===== config.mk =====
export PLATFORM = sky130hd
export DESIGN_NAME = serial_subtractor
export DESIGN_NICKNAME = d
export VERILOG_FILES = /design/src/rtl/serial_subtractor.sv
export SDC_FILE = /design/constraint.sdc
export NUM_CORES = 1
export LEC_CHECK = 0
export ABC_AREA = 1
export BUFFER_PORTS_ARGS = -buffer_cell sky130_fd_sc_hd__buf_4
export CAP_MARGIN = 25
export CORE_MARGIN = 4
export CORE_UTILIZATION = 40
export DETAILED_ROUTE_END_ITERATION = 8
export GPL_TIMING_DRIVEN = 0
export PLACE_DENSITY = 0.62
export SETUP_SLACK_MARGIN = 0.15
export SLEW_MARGIN = 15
export SYNTH_ARGS = -nofsm -noshare
export SYNTH_HDL_FRONTEND = slang
export SYNTH_SLANG_ARGS = --single-unit

===== constraint.sdc =====
create_clock -name clk -period 1.7 [get_ports clk]
set_input_delay 0.085 -clock clk [delete_from_list [all_inputs] [get_ports clk]]
set_output_delay 0.085 -clock clk [all_outputs]
set_load 0.01 [all_outputs]

===== src/rtl/serial_subtractor.sv =====
// Bit-serial two's-complement subtractor: diff = a - b, computed LSB-first as
// a + ~b + 1 through one full-adder cell over WIDTH clock cycles.
module serial_subtractor #(
  parameter int unsigned WIDTH = 8
) (
  input  logic             clk,
  input  logic             rst,
  input  logic             start,
  input  logic [WIDTH-1:0] a,
  input  logic [WIDTH-1:0] b,
  output logic             busy,
  output logic             done,
  output logic [WIDTH-1:0] diff,
  output logic             borrow_out,
  output logic             overflow
);

  localparam int unsigned CntW = $clog2(WIDTH) + 1;

  typedef enum logic [1:0] {StIdle, StRun, StDone} state_e;

  state_e            r_state;
  logic [WIDTH-1:0]  r_a_sr;
  logic [WIDTH-1:0]  r_b_sr;
  logic [WIDTH-1:0]  r_r_sr;
  logic              r_carry;
  logic [CntW-1:0]   r_cnt;
  logic              r_a_msb;
  logic              r_b_msb;
  logic              r_busy;
  logic              r_done;
  logic [WIDTH-1:0]  r_diff;
  logic              r_borrow;
  logic              r_ovf;

  logic              w_nb;
  logic              w_s;
  logic              w_carry_nxt;
  logic [WIDTH-1:0]  w_r_nxt;
  logic              w_last;

  // Full-adder cell on the current LSBs with the subtrahend bit inverted.
  always_comb begin
    w_nb        = ~r_b_sr[0];
    w_s         = r_a_sr[0] ^ w_nb ^ r_carry;
    w_carry_nxt = (r_a_sr[0] & w_nb) | (r_carry & (r_a_sr[0] ^ w_nb));
    w_r_nxt     = {w_s, r_r_sr[WIDTH-1:1]};
    w_last      = (r_cnt == CntW'(WIDTH - 1));
  end

  // Control FSM plus datapath shift registers; all outputs are registered.
  always_ff @(posedge clk) begin
    if (rst) begin
      r_state  <= StIdle;
      r_a_sr   <= '0;
      r_b_sr   <= '0;
      r_r_sr   <= '0;
      r_carry  <= 1'b0;
      r_cnt    <= '0;
      r_a_msb  <= 1'b0;
      r_b_msb  <= 1'b0;
      r_busy   <= 1'b0;
      r_done   <= 1'b0;
      r_diff   <= '0;
      r_borrow <= 1'b0;
      r_ovf    <= 1'b0;
    end else begin
      case (r_state)
        StIdle: begin
          r_done <= 1'b0;
          if (start) begin
            r_a_sr  <= a;
            r_b_sr  <= b;
            r_a_msb <= a[WIDTH-1];
            r_b_msb <= b[WIDTH-1];
            // Carry-in of 1 supplies the +1 of the two's-complement negation.
            r_carry <= 1'b1;
            r_cnt   <= '0;
            r_busy  <= 1'b1;
            r_state <= StRun;
          end
        end
        StRun: begin
          r_carry <= w_carry_nxt;
          r_r_sr  <= w_r_nxt;
          r_a_sr  <= r_a_sr >> 1;
          r_b_sr  <= r_b_sr >> 1;
          if (w_last) begin
            r_diff   <= w_r_nxt;
            // No carry out of a + ~b + 1 means the unsigned subtraction borrowed.
            r_borrow <= ~w_carry_nxt;
            r_ovf    <= (r_a_msb != r_b_msb) && (w_s != r_a_msb);
            r_busy   <= 1'b0;
            r_done   <= 1'b1;
            r_state  <= StDone;
          end else begin
            r_cnt <= r_cnt + 1'b1;
          end
        end
        StDone: begin
          // start is deliberately ignored here; it is not queued.
          r_done  <= 1'b0;
          r_state <= StIdle;
        end
        default: r_state <= StIdle;
      endcase
    end
  end

  assign busy       = r_busy;
  assign done       = r_done;
  assign diff       = r_diff;
  assign borrow_out = r_borrow;
  assign overflow   = r_ovf;

endmodule

==> impl.org, run 1 <==
** Finish
- The repair_antennas step left the layout with diodes totalling 0.
- Leaving out filler cells and counting taps, the final layout contains 335.
- From synthesis to final layout, the design area changed by 22.3%.
- Number of nets in the layout :: 303
- Layout cells sized above 1 :: 21.9%

** Worst setup path
- For the worst setup path, the data arrival time is 1.58 ns.
- CP max-delay cell :: fa_1
- Slowest cell delay on critical path :: 0.56 ns
- Worst setup path category :: flop to flop
- Worst-path cell chain :: inv_1 -> fa_1 -> inv_1 -> nand2_1 -> o22ai_1 -> nor2_1 -> nor2_1
- Kind of start point of the critical path :: flop
- Maximum net fanout on the critical path :: 3
- Endpoint required time on the critical path :: 1.89 ns
- Worst Reg2Reg Path Length in Cells :: 7
- STA classifies the critical path endpoint as a flop.
- Reg2Reg Setup Slack :: 0.31 ns

** STA
- Headroom to the max-slew limit came out at 66.7%.
- Final worst clock skew :: 0.00542 ns
- Post-layout min period :: 1.39 ns
- Setup repair after global routing left no endpoint under its margin.
- Summed over all failing endpoints, the final setup total negative slack is 0 ns.
- Final Setup Violations :: 0
- Fmax achieved :: 721 MHz
- The number of failing hold endpoints at the final stage is 0.
- At the pin with the least slew margin, the transition time is 0.500 ns.
- In the finished design, the share of the clock period the worst path needs comes to 81.5%.
- The number of pins exceeding their max-slew limit in the final report was 0.

** CTS
- Clock net sink count :: 44
- No sink is reached through more buffers than the 2 on the longest clock path.
- TritonCTS clock tree :: done
- Once the clock tree was built, the resizer swapped 0 gates to a different size.
- The clock reaches the later pin of the worst-skew pair after 0.30 ns.
- CTS HTree Levels :: 2
- Clock-pin slew was measured on the worst setup and hold paths at 0.08 ns.
- Buffers added to address setup during post-CTS repair amount to 0.
- Num CTS Buffers :: 5
- CTS Root Buffer Type :: clkbuf_8
- For this design, the CTS-stage hold fixing added 0 buffers.

** Placed design
- At the end of routability-driven placement, the weighted congestion stood at 0.775.
- Post-detailed-placement half-perimeter wirelength :: 2820 µm
- Number of cells in the design after placement :: 327
- During placement, the flow inserted port buffers numbering 30.

** Power
- For this design the static power due to leakage is 1.06 nW.
- Power density over the cells :: 1000 mW/mm²
- Relative contribution of the clock network to total power :: 38.2%
- In this run switching power makes up 24.5% of total power.
- The share of total power dissipated in sequential elements is 49.2%.
- IR analysis of the VDD net gives a maximum drop of 388 µV.
- The analysis attributes to net switching a power of 560 µW.
- Internal power comes to 1.73 mW.
- Portion of total power attributed to combinational logic :: 12.6%

** Yosys
- Cell accounting for the most synthesized area :: dfxtp_1
- For this run, the register share of the synthesized area comes to 47.2%.
- Synthesized instance count :: 245
- Mapped Area :: 0.00187 mm²
- Yosys printed 0 warnings.
- The synthesized design devotes to its leading area cell type 47.2% of total area.
- In this run the mean area of a mapped cell was 7.61 µm².
- Synthesis inferred 44 register bits.
- Counting every net in the synthesized netlist gives 266.
- Yosys attributes the largest share of cell area to dfxtp_1, nand2_1, nor2_1, o21ai_0, nand3_1.
- The netlist uses 25 different library cells.

** Routing
- DRT antenna net count :: 0
- In the routed design, unresolved DRC markers number 0.
- Number of optimization iterations in the first detailed-route pass :: 4
- In the final routing, the length of wire on met1 measures 1930 µm.
- Dividing the detail-routed via count by the number of cells gives 4.71.
- Sum of met3 wire segment lengths after detailed routing :: 212 µm
- DR iter-0 viols :: 77
- Average wire length per cell after detail routing :: 11.7 µm
- Signal routing reaches up to met4.
- Across all layers, the routed design uses 1,577 vias.
- Detailed routing placed a total of 1740 µm of wire on met2.
- Final WL :: 3910 µm

** Die
- The floorplan has 24 rows.
- Chip Width :: 76.3 µm
- Count of pins on the block boundary :: 31
- Starting density of the core :: 42.0%
- The floorplan step defined a die boundary enclosing 0.00582 mm².
- Core area :: 0.00444 mm²
- Measured along the y axis, the die boundary spans 76.3 µm.

** Worst hold path
- The path class of the tightest hold or removal check is primary input to flop.
- Cell count of the worst hold path :: 3

** Global route
- Total routing usage reported by global routing :: 14.0%
- Via count of the first global-routing pass :: 1,438
- Total grt overflow :: 0
- Pin count of the biggest net entering global routing :: 14
- Global-route wire length before repair :: 6660 µm
- The number of antenna violations at the first check in global routing is 0.

** Run
- Max-cap violations in this run came to 0.

** Run status
- Result of the run :: complete, no violations
worst paths after layout:
kind / startpoint / endpoint
worst max-delay path: r_b_sr[0] / overflow
worst max register to register: r_b_sr[0] / overflow
worst min register to register: busy / busy
worst min-delay path: b[7] / r_b_msb
state kept, by name (all words and copies together), names as in the netlist, 2 cells and up:
name and count:
diff 8, r_state 2, r_b_sr 8, r_r_sr 7, r_a_sr 8, r_cnt 4
metal layers:
layer / GRT usage (%) / vias to the layer above
li1: - / 851
met1: 19.0 / 692
met2: 21.7 / 30
met3: 4.14 / 4
met4: 3.26 / 0
met5: 0 / -
per-stage QoR:
stage / total power, mW / area (µm²) / utilization (%) / hold slack [ns] / worst slack (ns)
after global routing: 2.40 / 2280 / 51.4 / 0.0862 / 0.200
final: 2.29 / 2280 / 51.4 / 0.0825 / 0.314
after global placement: 1.44 / 2160 / 48.5 / 0.382 / 0.337
after detailed placement: 1.44 / 2160 / 48.5 / 0.393 / 0.336
after floorplan: 1.34 / 1870 / - / 0.250 / 0.435
after CTS: 2.31 / 2280 / 51.4 / 0.0779 / 0.310
critical path, delay by kind of cell (launching register included):
| kind | cells | cell delay (ns) |
|---|---|---|
| fa+ha+maj | 1 | 0.56 |
| simple gates | 3 | 0.19 |
| compound gates | 1 | 0.06 |
| flops | 1 | 0.34 |
| buf+inv | 2 | 0.14 |
cell type report:
type | instances | area [µm²]
buffer | 11 | 76.3
sequential | 44 | 881
inverter | 17 | 63.8
tap | 52 | 65.1
clock inverter | 1 | 30.0
clock buffer | 7 | 96.3
timing repair buffer | 30 | 225
fill | 472 | 2160
multi-input combinational | 173 | 845
cells by family after synthesis:
logic type               after synthesis  synth area share, %
buffers and inverters                 28                 7.51
flip-flops                            44                 47.2
adder cells (fa/ha/maj)                2                 1.74
AND/OR/NAND/NOR                      123                 28.0
AO/OA/AOI/OAI                         48                 15.6
cells in the mapped netlist:
master and instances:
clkbuf_2 1, a21oi_1 14, dfxtp_1 44, inv_1 15, o21ai_2 8, o21ai_0 23
ha_1 1, o22ai_1 1, nand2_4 1, buf_4 1, nor2_8 1, o21ai_4 1
buf_6 4, nand3_1 15, nor2_2 1, inv_2 2, a211oi_2 1, nor2_4 1
fa_1 1, nand2_2 1, nand2_1 62, nor2_1 39, or2_2 1, nand4_1 1
clkbuf_1 5
power groups by stage:
| stage | registers, mW | clock network [mW] | logic [mW] |
|---|---|---|---|
| floorplan | 1.14 | 0 | 0.203 |
| global placement | 1.15 | 0 | 0.288 |
| detailed placement | 1.15 | 0 | 0.289 |
| CTS | 1.12 | 0.892 | 0.292 |
| global route | 1.13 | 0.935 | 0.329 |
| finish | 1.12 | 0.874 | 0.288 |
cell usage in the layout, fill, tap and decap left out:
cell type,instances
a211oi_2,1
a21oi_1,14
buf_4,31
buf_6,4
bufinv_16,1
clkbuf_1,5
clkbuf_2,1
clkbuf_8,7
dfxtp_1,44
fa_1,1
ha_1,1
inv_1,15
inv_2,2
nand2_1,62
nand2_2,1
nand2_4,1
nand3_1,15
nand4_1,1
nor2_1,39
nor2_2,1
nor2_4,1
nor2_8,1
o21ai_0,23
o21ai_2,8
o21ai_4,1
o22ai_1,1
or2_2,1
Note: power is estimated with default switching activity, not from simulation.
==> run 2: changes to the inputs <==
Settings changed: PLACE_DENSITY 0.62 to 0.64.
Clock period 1.7 ns to 1.2 ns, I/O delays scaled along.
==> impl.org, run 2 (same netlist as run 1, synthesis figures left out) <==
** Power
- The total power per unit cell area was 1200 mW/mm² (+20%).
- The largest vdd supply drop came to 736 µV (+89%).
- The total leakage power came to 1.30 nW (+23%).
- The overall power after layout came to 3.60 mW (+57%).

** Placed design
- Count of port buffers added during placement :: 30 (unchanged)
- The routability-driven placement congestion ratio came to 0.776 (+0.12%).
- Placement-stage worst setup slack :: -0.175 ns (-0.511 ns)
- Number of cells in the design after placement :: 327 (unchanged)
- The detailed placer's ending HPWL is 2850 µm (+1.1%).

** STA
- The transition time at the pin with the least slew margin is 0.683 ns (+0.183 ns).
- The number of failing hold endpoints at the final stage is 0 (unchanged).
- Final sum of negative setup slack :: -0.702 ns (-0.702 ns)
- Slew Viols, Final :: 0 (unchanged)
- The final setup skew was 0.0112 ns (+0.00582 ns).
- Portion of the clock cycle consumed by the worst path in the final layout :: 112% (+30 points)
- The clock period minus final worst setup slack was 1.34 ns (-0.0429 ns).
- The final-layout worst hold slack was 0.0582 ns (-0.0243 ns).
- Fmax achieved :: 744 MHz (+3.2%)
- Headroom to the max-slew limit :: 54.4% (-12 points)
- Final setup slack of the worst path :: -0.143 ns (-0.457 ns)
- Final Setup Violations :: 14 (+14)
- Setup repair after global routing could not meet its margin everywhere.

** CTS
- CTS Root Buffer Type :: clkbuf_8
- The clock slew seen by the registers of the worst setup and hold paths came to 0.09 ns (about the same).
- Num CTS Buffers :: 5 (unchanged)
- The H-tree depth was 2 (unchanged).
- The clock tree buffer depth came to 2 (unchanged).
- The total number of clock tree sinks is 44 (unchanged).
- Clock insertion delay at the later pin of the skew report :: 0.31 ns (about the same)
- TritonCTS clock tree :: done
- The total of hold buffers inserted after clock tree synthesis was 0 (unchanged).

** Worst setup path
- The critical path in this run is classified as flop to flop.
- The top fanout value on the critical path came to 3 (unchanged).
- Worst Reg2Reg Path Length in Cells :: 6 (-1)
- Reg2Reg Setup Slack :: -0.14 ns (-0.46 ns)
- The signal arrival time at the worst endpoint was 1.55 ns (-0.03 ns).
- Reg2Reg Launch Point :: r_carry
- The required arrival time at the worst endpoint is 1.41 ns (-0.48 ns).
- STA classifies the critical path startpoint as a flop.
- In this run the critical register-to-register path is captured at overflow.
- The most critical setup path has its startpoint at r_carry.
- Sort of element at the end of the critical path :: flop
- In this run the worst setup path terminates at overflow.

** Global route
- Total grt overflow :: 0 (unchanged)
- Initial antenna violation count :: 0 (unchanged)
- Global-route wire length before repair :: 7160 µm (+7.5%)
- The pin count of the biggest net entering global routing is 15 (+1).
- Met2 track utilization from global routing :: 22.4% (+0.70 points)
- Via count of the first global-routing pass :: 1,505 (+4.7%)
- Met3 Track Usage GR :: 5.08% (+0.95 points)
- Most used routing layer :: met2
- Met1 routing resource usage after global routing :: 20.7% (+1.6 points)
- Total routing usage reported by global routing :: 15.3% (+1.3 points)

** Die
- Site Rows :: 24 (unchanged)
- The floorplan die width came to 76.3 µm (unchanged).
- The die area came to 0.00582 mm² (unchanged).
- Core area :: 0.00444 mm² (unchanged)
- Starting density of the core :: 42.0% (unchanged)
- The die extent in y is 76.3 µm (unchanged).
- Count of pins on the block boundary :: 31 (unchanged)

** Finish
- Final-layout fill cell count :: 370 (-22%)
- The final-stage net count is 332 (+9.6%).
- Final Non-Filler Cells :: 364 (+8.7%)
- The final antenna diode count came to 0 (unchanged).
- From synthesis to final layout, the design area changed by 60.6%.
- The library cell used most frequently in the layout, excluding fill and tap cells, is buf_4.
- The layout cell share with drive strength beyond 1 was 55.4% (+34 points).
- Commonest cells after routing, fill and taps aside :: buf_4, nand2_1, dfxtp_1, nor2_1, o21ai_2

** Routing
- Post-DR vias/cell :: 5.08 (+8.0%)
- DR iter-0 viols :: 82 (+6.5%)
- Total DRC errors in the routed layout :: 0 (unchanged)
- The routed wire length per instance is 15.2 µm (+30%).
- The length of the first detailed-routing pass in iterations came to 4 (unchanged).
- Final WL :: 5530 µm (+41%)
- Detailed-route via count :: 1,850 (+17%)
- The number of routed nets with antenna violations is 0 (unchanged).

** Run
- Max Cap Viol :: 0 (unchanged)

** Run status
- Result of the run :: finished, violations left
- Failing checks :: negative setup slack

** Worst hold path
- Hold Crit Class :: primary input to flop
run 2: changes by cell type in the layout (fill, tap and decap cells not counted), sizes merged:
cell	change
clkinv	+1
clkbuf	-1
nand2	+1
buf	+28
run 2: through the flow:
| stage | cell area (µm²) | utilization, % |
|---|---|---|
| floorplan | 1910 | - |
| CTS | 2540 | 57.2 |
| finish | 3000 | 67.4 |
| global route | 3000 | 67.4 |
| global placement | 2200 | 49.5 |
| detailed placement | 2200 | 49.5 |
run 2: worst max-delay path, stage by stage (launching register included):
cell     delay, ns
dfxtp_1       0.34
fa_2          0.62
inv_2         0.06
nand2_1       0.05
o22ai_1       0.06
nor2_1        0.09
nor2_1        0.04
run 2: area by class of cell:
class / instances / area, µm² / area share, %
Buffer: 11 / 123 / 4.09
Clock buffer: 6 / 82.6 / 2.76
Clock inverter: 2 / 38.8 / 1.29
Inverter: 17 / 71.3 / 2.38
Multi-Input combinational cell: 174 / 1200 / 39.9
Sequential cell: 44 / 897 / 29.9
Tap cell: 52 / 65.1 / 2.17
Timing Repair Buffer: 58 / 522 / 17.4
run 2: what timing repair did:
action,CTS,global route
pin swaps,18,31
hold endpoints to repair,0,0
resized for setup,49,85
setup endpoints to repair,43,40
buffers inserted,11,12
gates cloned,1,5
run 2: worst min-delay path by stage:
stage / from / endpoint / slack [ns] / cells past startpoint
after floorplan: a[7] / r_a_sr[7] / 0.23 / 2
after global placement: a[7] / r_a_msb / 0.37 / 3
after detailed placement: a[7] / r_a_sr[7] / 0.37 / 3
after CTS: b[7] / r_b_msb / 0.05 / 3
after global routing: a[7] / r_a_sr[7] / 0.06 / 3
final: a[7] / r_a_sr[7] / 0.06 / 3
run 2: where the power goes:
| group | internal, mW | total [mW] | switching [mW] |
|---|---|---|---|
| registers | 1.55 | 1.61 | 0.0652 |
| clock network | 0.681 | 1.22 | 0.539 |
| logic | 0.374 | 0.768 | 0.394 |
| total | 2.60 | 3.60 | 0.998 |
run 2: metal layers:
layer / share of wire (%) / up-vias
met5: 0 / -
met1: 43 / 879
met3: 5.3 / 9
met2: 50 / 45
met4: 1.5 / 0
li1: - / 917
==> run 3: changes to the inputs <==
Settings changed: REMOVE_ABC_BUFFERS set to 1.
==> impl.org, run 3 (same netlist as run 1, synthesis figures left out) <==
** Finish
- Commonest cells after routing, fill and taps aside :: nand2_1, dfxtp_1, buf_4, nor2_1, o21ai_0
- The final core utilization was 61.5% (-5.9 points).
- Layout cells sized above 1 :: 39.9% (-16 points)
- Layout overhead on the synthesized area :: 46.5%
- The number of cells in the finished layout apart from fillers was 350 (-3.8%).
- Leaving out fill and tap cells, the most frequent cell in the layout is nand2_1.
- Final-layout fill cell count :: 384 (+3.8%)
- The final-stage net count was 318 (-4.2%).
- The final antenna diode count came to 0 (unchanged).

** Routing
- The number of routed nets with antenna violations was 0 (unchanged).
- The length of the first detailed-routing pass in iterations is 4 (unchanged).
- Average wire length per cell after detail routing :: 13.5 µm (-11%)
- DR iter-0 viols :: 102 (+24%)
- Post-DR vias/cell :: 4.95 (-2.7%)
- The wire length reported by the detailed router came to 4710 µm (-15%).
- Total DRC errors in the routed layout :: 0 (unchanged)
- The via total after detailed routing came to 1,731 (-6.4%).

** CTS
- The clock slew seen by the registers of the worst setup and hold paths came to 0.08 ns (about the same).
- The H-tree depth is 2 (unchanged).
- The tree is rooted in a clkbuf_8.
- TritonCTS built the clock tree.
- Clock net sink count :: 44 (unchanged)
- Longest Clk Path Bufs :: 2 (unchanged)
- The number of CTS-inserted buffers was 5 (unchanged).
- The clock latency on the worst-skew pair came to 0.30 ns (about the same).

** Power
- Worst supply voltage drop on vdd :: 746 µV (+1.4%)
- The internal power component was 2.31 mW (-11%).
- The combinational fraction of design power came to 19.9% (-1.4 points).
- Relative contribution of the clock network to total power :: 30.3% (-3.6 points)
- The switching power summed over all nets was 910 µW (-8.8%).
- Power density over the cells :: 1180 mW/mm² (-1.9%)
- Reg power frac :: 49.8% (+5.0 points)
- The switching part of the total power came to 28.3% (+0.53 points).
- The total leakage power is 1.24 nW (-4.6%).
- The overall power after layout was 3.22 mW (-11%).

** Worst setup path
- Reg2Reg Setup Slack :: -0.12 ns (+0.02 ns)
- Sort of element at the end of the critical path :: flop
- The worst setup path is of the flop to flop kind.
- In this run the critical register-to-register path is captured at overflow.
- The cell count of the worst reg-to-reg path was 6 (unchanged).
- Kind of start point of the critical path :: flop
- The top fanout value on the critical path came to 3 (unchanged).
- Worst path arrival time :: 1.52 ns (-0.03 ns)
- Reg2Reg Launch Point :: r_a_sr[0]
- The required arrival time at the worst endpoint came to 1.40 ns (about the same).

** Worst hold path
- The number of stages on the worst hold path is 2 (-1).
- Startpoint of the worst hold path :: rst
- Hold Crit Class :: primary input to flop
- For hold timing, the worst endpoint is r_cnt[2].

** STA
- Portion of the clock cycle consumed by the worst path in the final layout :: 110% (-1.6 points)
- The final worst setup slack was -0.124 ns (+0.0195 ns).
- The headroom to the max-slew limit is 64.8% (+10 points).
- Setup repair after global routing could not meet its margin everywhere.
- Actual slew at the worst max-slew pin :: 0.528 ns (-0.156 ns)
- The number of failing hold endpoints at the final stage was 0 (unchanged).
- The final-report setup violation count was 13 (-1).
- The number of pins exceeding their max-slew limit in the final report came to 0 (unchanged).
- The final-layout worst hold slack came to 0.0148 ns (-0.0434 ns).
- Post-layout min period :: 1.32 ns (-0.0195 ns)
- The highest clock rate was 755 MHz (+1.5%).
- The final setup skew came to 0.00540 ns (-0.00584 ns).

** Die
- Site Rows :: 24 (unchanged)
- The number of placed I/O pins was 31 (unchanged).
- Floorplan die area :: 0.00582 mm² (unchanged)
- The effective utilization at floorplan was 42.0% (unchanged).
- Die Y-Extent :: 76.3 µm (unchanged)
- Chip Width :: 76.3 µm (unchanged)
- The area of the core was 0.00444 mm² (unchanged).

** Placed design
- Number of cells in the design after placement :: 316 (-3.4%)
- Post-detailed-placement half-perimeter wirelength :: 2370 µm (-17%)
- Count of port buffers added during placement :: 30 (unchanged)
- GP Congestion :: 0.765 (-1.4%)
- Placement-stage worst setup slack :: -0.895 ns (-0.721 ns)

** Global route
- Total routing usage reported by global routing :: 15.5% (+0.28 points)
- Via count of the first global-routing pass :: 1,599 (+6.2%)
- Pin count of the biggest net entering global routing :: 35 (+20)
- Total grt overflow :: 0 (unchanged)
- Initial antenna violation count :: 0 (unchanged)
- Global-route wire length before repair :: 7400 µm (+3.5%)

** Run status
- The checks that failed: negative setup slack.
- The flow ran to the end, but the final reports show violations.

** Run
- Max Cap Viol :: 0 (unchanged)
## run 3: cell types whose count changed in the layout (fill, tap and decap cells not counted), sizes merged
cell,previous run,this run
clkinv,1,5
clkinvlp,0,1
buf,63,50
nand2,65,67
inv,17,15
clkbuf,12,7
bufinv,1,0
## run 3: final cells by class
| class | count | area, µm² | area share [%] |
|---|---|---|---|
| Sequential cell | 44 | 895 | 32.7 |
| Clock buffer | 6 | 82.6 | 3.02 |
| Inverter | 17 | 104 | 3.80 |
| Timing Repair Buffer | 51 | 512 | 18.7 |
| Clock inverter | 2 | 10.0 | 0.366 |
| Tap cell | 52 | 65.1 | 2.38 |
| Timing Repair inverter | 2 | 17.5 | 0.641 |
| Multi-Input combinational cell | 176 | 1050 | 38.4 |
## run 3: stage by stage
stage	area (µm²)	TNS (ns)
finish	2730	-0.355
global route	2730	-2.14
CTS	2500	-0.351
detailed placement	2080	-20.61
global placement	2080	-20.28
floorplan	1790	-6.38
## run 3: repair_timing
item / in CTS / in global routing
gates cloned: 5 / 3
buffers inserted: 11 / 7
pin swaps: 9 / 3
endpoints found under the setup margin: 44 / 44
hold buffers: 0 / 0
resized for setup: 44 / 33
## run 3: critical path, cell delays in order (launching register included)
cell	delay, ns
dfxtp_2	0.33
fa_2	0.60
inv_2	0.05
nand2_2	0.05
o22ai_2	0.06
nor2_1	0.09
nor2_1	0.04
## run 3: how the worst max path moves through the flow
stage | to | depth (start not counted) | start | slack, ns
2_1_floorplan | diff[0] | 5 | r_state[0] | -0.39
3_3_place_gp | diff[0] | 5 | r_state[0] | -0.88
3_5_place_dp | diff[0] | 5 | r_state[0] | -0.90
4_1_cts | overflow | 6 | r_a_sr[0] | -0.15
5_1_grt | overflow | 6 | r_a_sr[0] | -0.21
6_report | overflow | 6 | r_a_sr[0] | -0.12
## run 3: routing by layer
layer	part of all wire (%)	up-vias	global-route usage, %	wire length (µm)
met1	44	781	19.3	2090
met2	49	49	25.9	2310
li1	-	891	-	-
met5	0	-	0	0
met3	5.1	10	4.14	239
met4	1.6	0	5.43	76
## run 3: power by group through the flow
stage / logic, mW / registers [mW] / clock network [mW]
floorplan: 0.255 / 1.62 / 0
global placement: 0.374 / 1.62 / 0
detailed placement: 0.377 / 1.63 / 0
CTS: 0.520 / 1.60 / 0.985
global route: 0.708 / 1.62 / 1.05
finish: 0.640 / 1.61 / 0.976
